[src/rtl/det_log_pkg.sv]
// Shared definitions for the detection event logger: parameter defaults,
// the FIFO level-width helper and the per-cycle FIFO operation encoding.
// Latency: n/a. Backpressure: n/a.
package det_log_pkg;

  localparam int CNT_W_DEF      = 8;
  localparam int DEPTH_DEF      = 4;
  localparam int IRQ_THRESH_DEF = 2;

  // The level must represent 0..DEPTH inclusive, hence one extra bit.
  function automatic int lvl_w(input int depth);
    return $clog2(depth) + 1;
  endfunction

  // What happens to the timestamp FIFO in a given cycle.
  typedef enum logic [2:0] {
    OP_IDLE,
    OP_PUSH,
    OP_POP,
    OP_PUSH_POP,
    OP_DROP
  } fifo_op_e;

endpackage

[src/rtl/det_event_logger_if.sv]
// Read port of the event logger: head timestamp offered with valid/ready.
// Latency: n/a (wires only).
// Backpressure: rd_data is held while rd_valid && !rd_ready.
//   master: drives rd_valid, rd_data; samples rd_ready (the logger side)
//   slave : samples rd_valid, rd_data; drives rd_ready (the host side)
interface det_event_logger_if
  import det_log_pkg::*;
#(
  parameter int CNT_W = CNT_W_DEF
);
  logic             rd_valid;
  logic             rd_ready;
  logic [CNT_W-1:0] rd_data;

  modport master (output rd_valid, output rd_data, input rd_ready);
  modport slave  (input rd_valid, input rd_data, output rd_ready);
endinterface

[src/rtl/det_log_fifo.sv]
// Synchronous FIFO for event timestamps with flush.
// Latency: a push is visible at the head one cycle later. Backpressure: a push
// is accepted when not full or when a pop frees a slot in the same cycle.
//   ports: clk, rstn, flush, push/push_data, pop, vld, head, level, level_nxt, full
module det_log_fifo
  import det_log_pkg::*;
#(
  parameter  int W     = CNT_W_DEF,
  parameter  int DEPTH = DEPTH_DEF,
  localparam int AW    = $clog2(DEPTH),
  localparam int LW    = lvl_w(DEPTH)
) (
  input  logic          clk,
  input  logic          rstn,
  input  logic          flush,
  input  logic          push,
  input  logic [W-1:0]  push_data,
  input  logic          pop,
  output logic          vld,
  output logic [W-1:0]  head,
  output logic [LW-1:0] level,
  output logic [LW-1:0] level_nxt,
  output logic          full
);

  logic [W-1:0] mem [DEPTH];
  // Pointers carry one wrap bit so that full and empty are distinguishable.
  logic [AW:0]  wr_ptr, rd_ptr, wr_nxt, rd_nxt;
  logic         do_push, do_pop;

  assign level   = wr_ptr - rd_ptr;
  assign vld     = (level != '0);
  assign full    = (level == LW'(DEPTH));
  assign head    = mem[rd_ptr[AW-1:0]];
  assign do_pop  = pop && vld;
  assign do_push = push && (!full || do_pop);

  always_comb begin
    wr_nxt = wr_ptr;
    rd_nxt = rd_ptr;
    if (flush) begin
      wr_nxt = '0;
      rd_nxt = '0;
    end else begin
      if (do_push) wr_nxt = wr_ptr + (AW+1)'(1);
      if (do_pop)  rd_nxt = rd_ptr + (AW+1)'(1);
    end
  end

  assign level_nxt = wr_nxt - rd_nxt;

  always_ff @(posedge clk or negedge rstn) begin
    if (!rstn) begin
      wr_ptr <= '0;
      rd_ptr <= '0;
      for (int i = 0; i < DEPTH; i++) mem[i] <= '0;
    end else begin
      wr_ptr <= wr_nxt;
      rd_ptr <= rd_nxt;
      // Flushing the storage too keeps the head at zero after a clear.
      if (flush) begin
        for (int i = 0; i < DEPTH; i++) mem[i] <= '0;
      end else if (do_push) begin
        mem[wr_ptr[AW-1:0]] <= push_data;
      end
    end
  end

endmodule

[src/rtl/det_event_logger.sv]
// Turns rising edges of the detector output into timestamped FIFO events.
// Latency: event stamp visible on the read port one cycle after the edge.
// Backpressure: full FIFO without a pop drops the event and sets overflow.
//   ports: clk, rstn, bit_en, detected, clear, rd (valid/ready read port),
//          event_cnt, fifo_level, overflow, irq
module det_event_logger
  import det_log_pkg::*;
#(
  parameter  int CNT_W      = CNT_W_DEF,
  parameter  int DEPTH      = DEPTH_DEF,
  parameter  int IRQ_THRESH = IRQ_THRESH_DEF,
  localparam int LW         = lvl_w(DEPTH)
) (
  input  logic                clk,
  input  logic                rstn,
  input  logic                bit_en,
  input  logic                detected,
  input  logic                clear,
  det_event_logger_if.master  rd,
  output logic [CNT_W-1:0]    event_cnt,
  output logic [LW-1:0]       fifo_level,
  output logic                overflow,
  output logic                irq
);

  localparam logic [LW-1:0]    IRQ_LVL = LW'(IRQ_THRESH);
  localparam logic [CNT_W-1:0] CNT_MAX = {CNT_W{1'b1}};

  logic [CNT_W-1:0] bit_cnt;
  logic             det_q;
  logic             evt;
  logic             pop_ok;
  fifo_op_e         op;
  logic             fifo_vld;
  logic             fifo_full;
  logic [CNT_W-1:0] fifo_head;
  logic [LW-1:0]    lvl_nxt;

  assign evt    = detected && !det_q;
  assign pop_ok = rd.rd_ready && fifo_vld;

  // A pop in the same cycle makes room, so a full FIFO only drops when idle.
  // clear overrides everything that would touch the FIFO this cycle.
  always_comb begin
    op = OP_IDLE;
    if (!clear) begin
      if (evt && (!fifo_full || pop_ok)) op = pop_ok ? OP_PUSH_POP : OP_PUSH;
      else if (evt)                      op = OP_DROP;
      else if (pop_ok)                   op = OP_POP;
    end
  end

  det_log_fifo #(
    .W     (CNT_W),
    .DEPTH (DEPTH)
  ) u_fifo (
    .clk       (clk),
    .rstn      (rstn),
    .flush     (clear),
    .push      ((op == OP_PUSH) || (op == OP_PUSH_POP)),
    .push_data (bit_cnt),
    .pop       ((op == OP_POP) || (op == OP_PUSH_POP)),
    .vld       (fifo_vld),
    .head      (fifo_head),
    .level     (fifo_level),
    .level_nxt (lvl_nxt),
    .full      (fifo_full)
  );

  assign rd.rd_valid = fifo_vld;
  assign rd.rd_data  = fifo_head;

  always_ff @(posedge clk or negedge rstn) begin
    if (!rstn) begin
      bit_cnt   <= '0;
      det_q     <= 1'b0;
      event_cnt <= '0;
      overflow  <= 1'b0;
      irq       <= 1'b0;
    end else begin
      // Edge history keeps tracking through clear so a held level is not
      // re-counted as a fresh event afterwards.
      det_q <= detected;
      if (clear) begin
        bit_cnt   <= '0;
        event_cnt <= '0;
        overflow  <= 1'b0;
        irq       <= 1'b0;
      end else begin
        if (bit_en) bit_cnt <= bit_cnt + CNT_W'(1);
        if (evt && (event_cnt != CNT_MAX)) event_cnt <= event_cnt + CNT_W'(1);
        if (op == OP_DROP) overflow <= 1'b1;
        // Compare against the next level so irq moves with fifo_level.
        irq <= (lvl_nxt >= IRQ_LVL);
      end
    end
  end

endmodule

[src/flat_wrapper.sv]
// flat-port wrapper written by rule: the top's interface ports become plain ports
module det_event_logger_flat import det_log_pkg::*;
#(
  parameter  int CNT_W      = CNT_W_DEF,
  parameter  int DEPTH      = DEPTH_DEF,
  parameter  int IRQ_THRESH = IRQ_THRESH_DEF,
  localparam int LW         = lvl_w(DEPTH)
)
  (clk, rstn, bit_en, detected, clear, event_cnt, fifo_level, overflow, irq, rd_rd_valid, rd_rd_data, rd_rd_ready);
  det_event_logger_if #(.CNT_W(CNT_W)) rd_i ();
  input  logic clk;
  input  logic rstn;
  input  logic bit_en;
  input  logic detected;
  input  logic clear;
  output logic [CNT_W-1:0] event_cnt;
  output logic [LW-1:0] fifo_level;
  output logic overflow;
  output logic irq;
  output wire logic [$bits(rd_i.rd_valid)-1:0] rd_rd_valid;
  output wire logic [$bits(rd_i.rd_data)-1:0] rd_rd_data;
  input wire logic [$bits(rd_i.rd_ready)-1:0] rd_rd_ready;
  assign rd_rd_valid = rd_i.rd_valid;
  assign rd_rd_data = rd_i.rd_data;
  assign rd_i.rd_ready = rd_rd_ready;
  det_event_logger #(.CNT_W(CNT_W), .DEPTH(DEPTH), .IRQ_THRESH(IRQ_THRESH)) u_core (.clk(clk), .rstn(rstn), .bit_en(bit_en), .detected(detected), .clear(clear), .rd(rd_i), .event_cnt(event_cnt), .fifo_level(fifo_level), .overflow(overflow), .irq(irq));
endmodule
[config.mk]
export PLATFORM = sky130hd
export DESIGN_NAME = det_event_logger_flat
export DESIGN_NICKNAME = d
export VERILOG_FILES = /design/src/rtl/det_log_pkg.sv /design/src/rtl/det_event_logger_if.sv /design/src/rtl/det_log_fifo.sv /design/src/rtl/det_event_logger.sv /design/src/flat_wrapper.sv
export SDC_FILE = /design/constraint.sdc
export NUM_CORES = 1
export LEC_CHECK = 0
export CAP_MARGIN = 10
export CORE_MARGIN = 1
export CORE_UTILIZATION = 55
export CTS_CLUSTER_DIAMETER = 150
export CTS_CLUSTER_SIZE = 40
export DETAILED_ROUTE_END_ITERATION = 8
export PLACE_DENSITY = 0.77
export RECOVER_POWER = 50
export SYNTH_ARGS = -nofsm -noshare
export SYNTH_HDL_FRONTEND = slang
export SYNTH_HIERARCHICAL = 1
export SYNTH_SLANG_ARGS = --single-unit
[constraint.sdc]
create_clock -name clk -period 10.65 [get_ports clk]
set_input_delay 1.065 -clock clk [delete_from_list [all_inputs] [get_ports clk]]
set_output_delay 1.065 -clock clk [all_outputs]
set_load 0.01 [all_outputs]
# After elaboration in Yosys (flattened, before gate mapping)
# Index checks and enable logic that the tools add are counted.
[op_classes]
order_cmp = 4
eq_ne = 6
reduce_logical = 18
bitwise_logic = 2
n_addsub = 6
n_mux = 24
[op_table]
columns = ["cell", "count"]
rows = [
  ["$mux W32", 2],
  ["$mux W8", 7],
  ["$bwmux W32", 1],
  ["$mux W3", 7],
  ["$add A8 B1 Y8 const B", 2],
  ["$bmux W8 S2", 1],
  ["$demux W8 S2", 1],
  ["$ne A8 B8 Y1 const B", 1],
  ["$reduce_bool A2 Y1", 4],
  ["$logic_and A1 B1 Y1", 7],
  ["$add A3 B1 Y3 const B", 2],
  ["$eq A3 B2 Y1 const B", 2],
  ["$eq A3 B3 Y1 const B", 2],
  ["$ge A3 B3 Y1 const B", 2],
  ["$not A2 Y3", 2],
  ["$sub A3 B3 Y3", 2],
  ["$logic_or A1 B1 Y1", 4],
  ["$mux W2", 2],
  ["$eq A3 B1 Y1 const B", 1],
  ["$ge A3 B2 Y1 const B", 1],
  ["$lt A3 B1 Y1 const B", 1],
  ["$mux W1", 3],
  ["$reduce_bool A3 Y1", 1],
  ["$logic_not A1 Y1", 2],
]
[totals]
in_bits = 6
word_cells = 71
reg_bits = 57
output_inout_bits = 22

# Logic depth before layout (Yosys ltp)
# Gate-level depths: netlist (run 1).
[depth]
ltp_word = 17
mapped_depth = 18
ltp_nobuf = 18

# By module
# Netlist (run 1), hierarchy kept.
[modules_own_cells]
columns = ["module", "n_inst", "area_per_inst_um2", "seq_area_each_um2", "cells_each"]
rows = [
  ["det_log_fifo", 1, 2048.2, 950.9, 198],
  ["det_event_logger", 1, 935.9, 475.5, 92],
]

# Worst setup path after synthesis (run 1)
# Ideal clock, no wire load.
[synth_path]
kind = "register to register"
startpoint = "register u_core.u_fifo.wr_ptr[0]"
endpoint = "register u_core.irq"
path_slack_ps = 6950
t_arrival_ps = 3568
path_buffers = 2
setup_ps = 132
path_stages_with_launch = 19
period_less_slack_ps = 3700
required_time_ps = 10518
path_cell_list = "dfrtp_1 inv_1 ha_1 fa_1 xnor2_2 xnor2_2 or3_4 nand2_1 nor2_1 and3b_1 a21boi_2 buf_4 buf_4 a21oi_1 nor2_1 fa_1 xnor2_1 nor2_1 nor2_1"
[synth_via]
elab_chain_len = 17
word_cells_on_any_way = 28
cone_classes = "add/sub (3); order compare (1); eq/ne (4); mux (10); reduce/logical (10)"
[synth_lines]
columns = ["element", "line_no", "rtl"]
rows = [
  ["start: declaration", "det_log_fifo.sv:28", "logic [AW:0] wr_ptr, rd_ptr, wr_nxt, rd_nxt;"],
  ["start signal: assignment", "det_log_fifo.sv:58", "wr_ptr <= wr_nxt;"],
  ["$sub A3 B3 Y3 (*)", "det_log_fifo.sv:31", "assign level = wr_ptr - rd_ptr;"],
  ["via fifo_level[2]", "flat_wrapper.sv:17", "output logic [LW-1:0] fifo_level;"],
  ["$reduce_bool A3 Y1 (*)", "det_log_fifo.sv:32", "assign vld = (level != '0);"],
  ["via rd_rd_valid", "flat_wrapper.sv:20", "output wire logic [$bits(rd_i.rd_valid)-1:0] rd_rd_valid;"],
  ["$logic_and A1 B1 Y1", "det_event_logger.sv:40", "assign pop_ok = rd.rd_ready && fifo_vld;"],
  ["$mux W2 or $logic_or A1 B1 Y1 (tied branches)", "det_event_logger.sv:49, det_event_logger.sv:47", ""],
  ["$mux W3 or $logic_and A1 B1 Y1 (tied branches)", "det_event_logger.sv:48, det_event_logger.sv:47", ""],
  ["$mux W3", "det_event_logger.sv:47", "if (evt && (!fifo_full || pop_ok)) op = pop_ok ? OP_PUSH_POP : OP_PUSH;"],
  ["(+5 left out)", "-", ""],
  ["$logic_and A1 B1 Y1 (*)", "det_log_fifo.sv:36", "assign do_push = push && (!full || do_pop);"],
  ["$mux W3 (*)", "det_log_fifo.sv:45", "if (do_push) wr_nxt = wr_ptr + (AW+1)'(1);"],
  ["$mux W3 (*)", "det_log_fifo.sv:41", "if (flush) begin"],
  ["via u_core.u_fifo.wr_nxt[1]", "det_log_fifo.sv:28", ""],
  ["$sub A3 B3 Y3 (*)", "det_log_fifo.sv:50", "assign level_nxt = wr_nxt - rd_nxt;"],
  ["via u_core.lvl_nxt[2]", "det_event_logger.sv:37", "logic [LW-1:0] lvl_nxt;"],
  ["$ge A3 B2 Y1 (*)", "det_event_logger.sv:94", "irq <= (lvl_nxt >= IRQ_LVL);"],
  ["$mux W1 (*)", "det_event_logger.sv:84", "if (clear) begin"],
  ["end signal: assignment", "det_event_logger.sv:94", ""],
  ["end: declaration", "det_event_logger.sv:23", "output logic irq"],
]
# The timed path passes the listed nets; every way through them passes the cells marked *.
# A chain may end at the register's enable or synchronous reset.

# Worst setup path in the final report (run 1)
[layout_path]
startpoint = "register u_core.u_fifo.rd_ptr[0]"
endpoint = "register u_core.irq"
[layout_via]
elab_chain_len = 17
word_cells_on_any_way = 28
cone_classes = "add/sub (3); order compare (1); eq/ne (4); mux (10); reduce/logical (10)"
[layout_lines]
columns = ["element", "line_no", "rtl"]
rows = [
  ["start: declaration", "det_log_fifo.sv:28", ""],
  ["start signal: assignment", "det_log_fifo.sv:59", "rd_ptr <= rd_nxt;"],
  ["$sub A3 B3 Y3", "det_log_fifo.sv:31", ""],
  ["$reduce_bool A3 Y1 or $eq A3 B3 Y1 (tied branches)", "det_log_fifo.sv:32, det_log_fifo.sv:33", ""],
  ["$logic_and A1 B1 Y1 or $logic_not A1 Y1 (tied branches)", "det_event_logger.sv:40, det_log_fifo.sv:36, det_event_logger.sv:47", ""],
  ["$mux W2 or $logic_or A1 B1 Y1 (tied branches)", "det_event_logger.sv:49, det_event_logger.sv:47", ""],
  ["$mux W3 or $logic_and A1 B1 Y1 (tied branches)", "det_event_logger.sv:48, det_event_logger.sv:47", ""],
  ["$mux W3", "det_event_logger.sv:47", ""],
  ["$mux W3", "det_event_logger.sv:46", "if (!clear) begin"],
  ["$eq A3 B2 Y1 (on tied branches)", "det_event_logger.sv:62, det_event_logger.sv:60", ""],
  ["(+2 left out)", "-", ""],
  ["$logic_or A1 B1 Y1", "det_log_fifo.sv:36", ""],
  ["$logic_and A1 B1 Y1", "det_log_fifo.sv:36", ""],
  ["$mux W3", "det_log_fifo.sv:45", ""],
  ["$mux W3", "det_log_fifo.sv:41", ""],
  ["$sub A3 B3 Y3 (*)", "det_log_fifo.sv:50", ""],
  ["via u_core.lvl_nxt[1]", "det_event_logger.sv:37", ""],
  ["$ge A3 B2 Y1 (*)", "det_event_logger.sv:94", ""],
  ["$mux W1 (*)", "det_event_logger.sv:84", ""],
]
# Marks and branches as above.

==> reports/results.txt, run 1 <==
outcome: finished, violations left
failing checks: max-capacitance violations, max-slew violations
DRC: 0
clk root buf: clkbuf_8
crit end category: flip-flop
critical path class: flip-flop to flip-flop
DR pass1 iterations: 4
number of port buffers: 27
power density over the cells: 124 nW/µm²
die area: 5720 µm²
min Tclk post-route: 4.40 ns
metal3 WL: 330 µm
Max-cap violations: 1
routed wire length: 6300 µm
mean post-synth cell area: 10.3 µm²
first-pass GRT wire length: 10500 µm
Hold Vio Cnt, Final: 0
number of synthesis warnings: 6
Die X: 75.6 µm
Longest Clk Path Bufs: 2
CTS Hold Buffers Added: 0
fin util: 66.0%
commonest non-fill, non-tap cell in the layout: dfrtp_1
Worst Setup Slack, final: 6.25 ns
fillers: 430
Die Y: 75.6 µm
worst-path maximum fanout: 30
met1 WL: 2860 µm
DP HPWL: 4150 µm
H-tree depth: 3
nets: 331
startpoint type of the worst setup path: flip-flop
Sinks on Clock Net: 57
Req. time, crit path: 10.83 ns
Routed wire per std cell: 16.3 µm
largest net degree at the start of global routing: 62
Inserted Clock Buffers: 9
Post-CTS Setup Bufs: 0
number of diodes: 0
flip-flop and latch area: 1430 µm²
post-route ant nets: 0
hold_ws: 0.509 ns
worst endpoint data arrival time: 4.58 ns
fraction of layout instances using a drive strength above 1: 11.1%
clock slew at reported path FFs: 0.06 ns
metal2 WL: 3040 µm
setup TNS: 0 ns
Final Cycle Share: 41.3%
Max Used Layer: met4
Layout Skew: 0.00501 ns
Syn Std Cell Area: 2980 µm²
Max IR drop VDD: 0.0000889 V
Net Count, Synth: 306
Site Rows: 26
initial antenna violation count: 0
Slew HR: -102%
most frequent cells in the layout: dfrtp_1 (57), nand2_1 (35), nor2_1 (34)
PostCTS Resize Cnt: 0
Via Count: 2216
Ports: 28
area grow syn2layout: 14.5%
core area: 5170 µm²
synthesized instance count: 289
Setup Viol. Count Final: 0
grt ovf: 0
Leak Pwr: 0.00150 µW
CTS tree: done
vias in the first global route: 2203
Fmax: 227 MHz
clk_lat worst skew: 0.32 ns
Worst-Margin Slew: 3.02 ns
routed vias/inst: 5.74
gpl congestion: 0.940
Pins Over Slew Limit: 58
Multi-input gate area: 1420 µm²
GRT Total Usage: 25.8%
Min-Delay Path Class: flip-flop to flip-flop
Place WS: 6.27 ns
RSZ-0062 raised after global routing: no
iteration-0 DRC count of the detailed router: 177
Initial Util: 57.6%
through the flow:
stage	total power, µW	std cells	instance area (µm²)
detailed placement	254	373	3260
global placement	253	373	3260
global route	441	386	3410
CTS	429	386	3430
floorplan	241	289	2980
finish	424	386	3410
layout make-up:
cell class | count | area share [%]
clock buffers | 13 | 4.95
flip-flops and latches | 57 | 41.8
well taps | 70 | 2.57
multi-input cells | 209 | 41.7
inverters | 7 | 0.770
repair buffers | 30 | 8.18
routing by layer:
metal	vias to the layer above	GRT usage [%]
met5	-	0
met4	0	10.5
met3	8	6.48
met2	70	40.7
met1	1086	34.3
li1	1052	-
registers in the layout, indices dropped and copies added, names as in the netlist:
signal and flops:
u_core/u_fifo/mem 32, u_core/bit_cnt 8, u_core/det_q 1, u_core/irq 1, u_core/u_fifo/wr_ptr 3, u_core/event_cnt 8
u_core/overflow 1, u_core/u_fifo/rd_ptr 3
power by group:
group          switching (µW)  internal [µW]
registers                3.06            219
logic                    18.4           9.25
clock network            75.2           99.7
final timing paths:
| check | from | endpoint | slack [ns] | cells after the start |
|---|---|---|---|---|
| worst max-delay path | u_core/u_fifo/rd_ptr[0]$_DFF_PN0_ | u_core/irq$_DFF_PN0_ | 6.25 | 17 |
| worst min-delay path | u_core/overflow$_DFFE_PN0P_ | u_core/overflow$_DFFE_PN0P_ | 0.51 | 2 |
| worst max register to register | u_core/u_fifo/rd_ptr[0]$_DFF_PN0_ | u_core/irq$_DFF_PN0_ | 6.25 | 17 |
| worst min register to register | u_core/overflow$_DFFE_PN0P_ | u_core/overflow$_DFFE_PN0P_ | 0.51 | 2 |
| max in group asynchronous | rstn | u_core/event_cnt[6]$_DFFE_PN0P_ | 7.12 | 2 |
| min in group asynchronous | rstn | u_core/u_fifo/mem[4]$_DFFE_PN0P_ | 1.83 | 2 |
worst max-delay path, stage by stage (launching register included):
cell and delay (ns):
dfrtp_1 0.61, ha_1 0.32, fa_1 0.45, xnor2_2 0.24, xnor2_2 0.15, or3_4 0.38
nand2_1 0.11, nor2_1 0.08, and3b_1 0.34, a21boi_2 0.07, buf_4 0.24, xnor2_1 0.16
or2_2 0.30, ha_1 0.20, inv_1 0.06, fa_1 0.40, nor2_1 0.11, nor2_1 0.04
Note: power is estimated with default switching activity, not from simulation.
==> run 2, diff against run 1 <==
--- a/config.mk
+++ b/config.mk
@@ -7,11 +7,11 @@
 export LEC_CHECK = 0
 export CAP_MARGIN = 10
 export CORE_MARGIN = 1
-export CORE_UTILIZATION = 55
+export CORE_UTILIZATION = 52
 export CTS_CLUSTER_DIAMETER = 150
 export CTS_CLUSTER_SIZE = 40
 export DETAILED_ROUTE_END_ITERATION = 8
-export PLACE_DENSITY = 0.77
+export PLACE_DENSITY = 0.76
 export RECOVER_POWER = 50
 export SYNTH_ARGS = -nofsm -noshare
 export SYNTH_HDL_FRONTEND = slang
==> constraint.sdc (replaced) <==
create_clock -name clk -period 3.5 [get_ports clk]
set_input_delay 0.35 -clock clk [delete_from_list [all_inputs] [get_ports clk]]
set_output_delay 0.35 -clock clk [all_outputs]
set_load 0.01 [all_outputs]
==> run 2 against run 1 <==
Compared with the run above: the run still ends with max-capacitance violations, max-slew violations left; critical path type unchanged; sequential power rose to 3.0 times the previous value; register-to-register slack worse by 6.1 ns; combinational power grew to 3.6 times the previous value; hold slack worse by 0.13 ns; cell count up 3.9%; worst setup slack lost 6.1 ns; count of clock-buffer cells in the layout fell by 1; largest power group is now clock; non-clock buffer count up 10.
==> reports/results.txt, run 2 (synthesized netlist as in run 1, its figures left out) <==
Pins Over Slew Limit: 42 (was 58)
GRT Total Usage: 23.6% (was 25.8%)
CTS tree: done (unchanged)
routed vias/inst: 5.71 (was 5.74)
post-route ant nets: 0 (unchanged)
clk root buf: clkbuf_8 (unchanged)
worst endpoint data arrival time: 3.61 ns (was 4.58 ns)
nets: 341 (was 331)
Max-cap violations: 1 (unchanged)
fraction of layout instances using a drive strength above 1: 18.8% (was 11.1%)
fin util: 65.8% (was 66.0%)
Site Rows: 27 (was 26)
Reg2Reg Depth: 17 (unchanged)
initial antenna violation count: 0 (unchanged)
Ports: 28 (unchanged)
Final Cycle Share: 97.0% (was 41.3%)
Max IR drop VDD: 0.000246 V (was 0.0000889 V)
fillers: 430 (unchanged)
Reg with most FFs: u_core/u_fifo/mem (unchanged)
die area: 6040 µm² (was 5720 µm²)
reg2reg start: u_core/u_fifo/wr_ptr[0]$_DFF_PN0_ (was u_core/u_fifo/rd_ptr[0]$_DFF_PN0_)
clock slew at reported path FFs: 0.07 ns (was 0.06 ns)
Fmax: 295 MHz (was 227 MHz)
Final Non-Filler Cells: 401 (was 386)
clk_lat worst skew: 0.34 ns (was 0.32 ns)
outcome: finished, violations left (unchanged)
GRT Max-Usage Layer: met2 (unchanged)
DP Cell Count: 380 (was 373)
Via Count: 2290 (was 2216)
met1 Use GR: 32.2% (was 34.3%)
hold depth: 2 (unchanged)
routed wire length: 6490 µm (was 6300 µm)
Slew HR: -47.7% (was -102%)
max FFs per register: 32 (unchanged)
crit end category: flip-flop (unchanged)
flip-flop and latch area: 1430 µm² (unchanged)
number of port buffers: 27 (unchanged)
number of diodes: 0 (unchanged)
core area: 5510 µm² (was 5170 µm²)
grt ovf: 0 (unchanged)
Longest Clk Path Bufs: 2 (unchanged)
Multi-input gate area: 1490 µm² (was 1420 µm²)
Initial Util: 54.1% (was 57.6%)
Req. time, crit path: 3.72 ns (was 10.83 ns)
most frequent cells in the layout: dfrtp_1 (57), nand2_1 (34), nor2_1 (32) (was dfrtp_1 (57), nand2_1 (35), nor2_1 (34))
critical path class: flip-flop to flip-flop (unchanged)
min-delay src: clear (was u_core/overflow$_DFFE_PN0P_)
setup TNS: 0 ns (unchanged)
Hold Vio Cnt, Final: 0 (unchanged)
Worst-Margin Slew: 2.22 ns (was 3.02 ns)
Sinks on Clock Net: 57 (unchanged)
GR met2 Demand/Resource: 35.5% (was 40.7%)
worst-path maximum fanout: 4 (was 30)
iteration-0 DRC count of the detailed router: 167 (was 177)
H-tree depth: 3 (unchanged)
first-pass GRT wire length: 10800 µm (was 10500 µm)
DP HPWL: 4290 µm (was 4150 µm)
gpl congestion: 0.835 (was 0.940)
Die X: 77.7 µm (was 75.6 µm)
commonest non-fill, non-tap cell in the layout: dfrtp_1 (unchanged)
Leak Pwr: 0.00162 µW (was 0.00150 µW)
biggest regs: u_core/u_fifo/mem (32), u_core/bit_cnt (8), u_core/event_cnt (8) (unchanged)
DRC: 0 (unchanged)
largest net degree at the start of global routing: 46 (was 62)
RSZ-0062 raised after global routing: yes (was no)
grt met3 use: 4.59% (was 6.48%)
Layout Skew: 0.00851 ns (was 0.00501 ns)
Routed wire per std cell: 16.2 µm (was 16.3 µm)
Setup Viol. Count Final: 0 (unchanged)
min Tclk post-route: 3.39 ns (was 4.40 ns)
failing checks: max-capacitance violations, max-slew violations (unchanged)
Critical R2R Capture: u_core/irq$_DFF_PN0_ (unchanged)
hold_ws: 0.380 ns (was 0.509 ns)
vias in the first global route: 2239 (was 2203)
Die Y: 77.7 µm (was 75.6 µm)
startpoint type of the worst setup path: flip-flop (unchanged)
DR pass1 iterations: 4 (unchanged)
power density over the cells: 413 nW/µm² (was 124 nW/µm²)
Inserted Clock Buffers: 9 (unchanged)
Min-Delay Path Class: input port to flip-flop (was flip-flop to flip-flop)
r2r setup slk: 0.11 ns (was 6.25 ns)
hold endpoint: u_core/u_fifo/mem[3]$_DFFE_PN0P_ (was u_core/overflow$_DFFE_PN0P_)
area grow syn2layout: 21.7% (was 14.5%)
## run 2: cell types whose count changed in the layout (fill, tap and decap cells not counted), sizes merged
cell           before  now
clkdlybuf4s50      23   24
dlygate4sd3         2    1
buf                 4   14
clkbuf             14   13
clkinv              0    2
bufinv              0    2
## run 2: final cells by class
cell class              instances  area share [%]
inverters                       7           0.725
clock buffers                  12            4.55
flip-flops and latches         57            39.3
repair buffers                 40            9.83
clock inverters                 4            2.04
well taps                      72            2.48
multi-input cells             209            41.0
## run 2: worst max path at each step
stage / slack, ns / start / endpoint / cells past startpoint
2_1_floorplan: -0.06 / u_core/u_fifo/wr_ptr[0]$_DFF_PN0_ / u_core/irq$_DFF_PN0_ / 17
3_3_place_gp: 0.08 / u_core/u_fifo/wr_ptr[0]$_DFF_PN0_ / u_core/irq$_DFF_PN0_ / 17
3_5_place_dp: 0.02 / u_core/u_fifo/wr_ptr[0]$_DFF_PN0_ / u_core/irq$_DFF_PN0_ / 17
4_1_cts: 0.004 / u_core/u_fifo/wr_ptr[0]$_DFF_PN0_ / u_core/irq$_DFF_PN0_ / 17
5_1_grt: -0.05 / u_core/u_fifo/wr_ptr[0]$_DFF_PN0_ / u_core/irq$_DFF_PN0_ / 17
6_report: 0.11 / u_core/u_fifo/wr_ptr[0]$_DFF_PN0_ / u_core/irq$_DFF_PN0_ / 17
## run 2: critical path, stage by stage (launching register included)
cell and delay [ns]:
dfrtp_1 0.37, inv_2 0.07, ha_4 0.16, fa_2 0.36, xnor2_2 0.17, xnor2_2 0.15
or3_4 0.37, nand2_4 0.09, nor2_4 0.04, and3b_2 0.29, a21boi_2 0.08, xnor2_1 0.12
or2_4 0.24, ha_4 0.16, inv_2 0.05, fa_2 0.42, nor2_2 0.10, nor2_1 0.04
## run 2: timing repair
item | CTS | global route
buffers inserted | 0 | 5
endpoints found under the setup margin | 0 | 1
hold buffers | 0 | 0
hold endpoints to repair | 0 | 0
resized for setup | 0 | 4
## run 2: report_power, final
| part | internal, µW | total (µW) | switching, µW | leakage [µW] |
|---|---|---|---|---|
| Clock | 459 | 723 | 265 | 0.000123 |
| Combinational | 36.9 | 99.3 | 62.4 | 0.000706 |
| Sequential | 665 | 674 | 8.96 | 0.000791 |
## run 2: metrics by stage
step / total power (µW) / instance area (µm²) / setup slack [ns]
2_1_floorplan: 737 / 3020 / -0.0608
3_3_place_gp: 778 / 3340 / 0.0846
3_5_place_dp: 780 / 3340 / 0.0193
4_1_cts: 1500 / 3580 / 0.00410
5_1_grt: 1540 / 3630 / -0.0517
6_report: 1500 / 3630 / 0.107
## run 2: routing by layer
layer	part of all wire, %	wire (µm)	vias to the layer above
li1	-	-	1081
met1	45	2940	1142
met2	48	3130	55
met3	4.1	269	12
met4	2.2	146	0
met5	0	0	-
==> run 3, diff against run 2 <==
--- a/config.mk
+++ b/config.mk
@@ -8,7 +8,6 @@
 export CAP_MARGIN = 10
 export CORE_MARGIN = 1
 export CORE_UTILIZATION = 52
-export CTS_CLUSTER_DIAMETER = 150
 export CTS_CLUSTER_SIZE = 40
 export DETAILED_ROUTE_END_ITERATION = 8
 export PLACE_DENSITY = 0.76
==> results of run 3 <==
No change in the layout: final DEF, timing and power equal those of run 2.
==> RTL change (flow settings as in run 3) <==
Put a register stage on the output `fifo_level`, without a reset. The value now appears one clock later. The other outputs are not delayed to match.
--- a/src/rtl/det_event_logger.sv
+++ b/src/rtl/det_event_logger.sv
@@ -27,2 +27,4 @@
   localparam logic [CNT_W-1:0] CNT_MAX = {CNT_W{1'b1}};
+
+  logic [LW-1:0] fifo_level_d;
 
@@ -64,3 +66,3 @@
     .head      (fifo_head),
-    .level     (fifo_level),
+    .level     (fifo_level_d),
     .level_nxt (lvl_nxt),
@@ -98,2 +100,6 @@
 
+  always_ff @(posedge clk) begin
+    fifo_level <= fifo_level_d;
+  end
+
 endmodule
Check against the original RTL: not equivalent (Yosys sat finds a counterexample within 4 cycles, from zero or initial values and one cycle with rstn low).
==> RTL change against run 3 <==
- the flow still finishes with violations (capacitance limit, slew limit)
- core utilization fell by 0.15 points
- wire length fell by 1.0%
- final area rose by 0.38%
- sequential cell count rose by 3
- synthesized area rose by 1.4%
- setup slack got worse by 89 ps
- total power fell by 7.5%
- final cell count rose by 1.0%
- first-iteration DRC count rose by 46%
- clock skew fell by 0.75 ps
==> RTL change: results (changes against run 3) <==
routed_wl_um: 6420  # -1.0%
hp-class: "input pin to async pin"
place.gp.congestion: 0.826  # -1.2%
cap_violations: 1  # unchanged
grt_pass1_vias: 2245  # +0.27%
grt_pass1_wl_um: 11000  # +1.7%
wl_met3_um: 299  # +11%
initialDrtViolationCount: 243  # +46%
clock_skew_ps: 7.76  # -0.752 ps
p_seq_frac: 0.513  # +0.063
wl_per_cell_um: 15.9  # -2.0%
synth_nets: 307  # +0.33%
p_clk_frac: 0.416  # -0.067
drt-met1-wl_um: 2940  # +0.10%
critPathArrivalTime_ps: 3670  # +60 ps
nets: 345  # +1.2%
drv_slew: 43  # +2.4%
ir_drop_mv: 0.210  # -15%
placed_cells: 382  # +0.53%
grt_usage: 0.235  # -0.00161
p_int_w: 0.00105  # -9.8%
wl_met2_um: 3150  # +0.54%
grt_start_max_net_pins: 60  # +30%
violations: "capacitance limit, slew limit"
status: "finished with violations"
==> RTL change: area by class of cell <==
class	count	area, um^2
sequential	60	1490
fill	465	1900
timing repair buffer	43	374
multi-input combinational	208	1480
clock inverter	4	22.5
clock buffer	12	165
inverter	6	22.5
tap	72	90.1
==> RTL change: what timing repair did <==
| action | 4_1_cts | 5_1_grt |
|---|---|---|
| pin swaps | 2 | 9 |
| endpoints found under the setup margin | 1 | 1 |
| hold buffers | 0 | 1 |
| endpoints found under the hold margin | 0 | 5 |
| gates cloned | 0 | 0 |
| gates resized for setup | 1 | 3 |
| buffers inserted | 1 | 4 |
==> RTL change: per-stage QoR <==
step	setup TNS (ps)	setup slack [ps]	instance area (um^2)	util
after global routing	-123	-101	3640	0.657
after floorplan	-11.3	-11.3	3060	-
final	0	18.0	3640	0.657
after detailed placement	-0.939	-0.939	3390	0.611
after CTS	0	9.07	3590	0.649
after global placement	0	68.6	3390	0.611
==> RTL change: final timing paths <==
kind / slack (ps) / endpoint / start / cells after the start
max: 20 / u_core/irq$_DFF_PN0_ / u_core/u_fifo/wr_ptr[0]$_DFF_PN0_ / 17
min: 480 / u_core/u_fifo/wr_ptr[2]$_DFF_PN0_ / rstn / 2
max reg2reg: 20 / u_core/irq$_DFF_PN0_ / u_core/u_fifo/wr_ptr[0]$_DFF_PN0_ / 17
min reg2reg: 500 / u_core/overflow$_DFFE_PN0P_ / u_core/overflow$_DFFE_PN0P_ / 2
max in group asynchronous: 550 / u_core/event_cnt[7]$_DFFE_PN0P_ / rstn / 3
min in group clk: 500 / u_core/overflow$_DFFE_PN0P_ / u_core/overflow$_DFFE_PN0P_ / 2
==> RTL change: routing by layer <==
layer  GRT usage  vias to the layer above
met4      0.0778                        0
met2       0.359                       42
li1            -                     1093
met5           0                        -
met3      0.0535                        2
met1       0.331                     1111
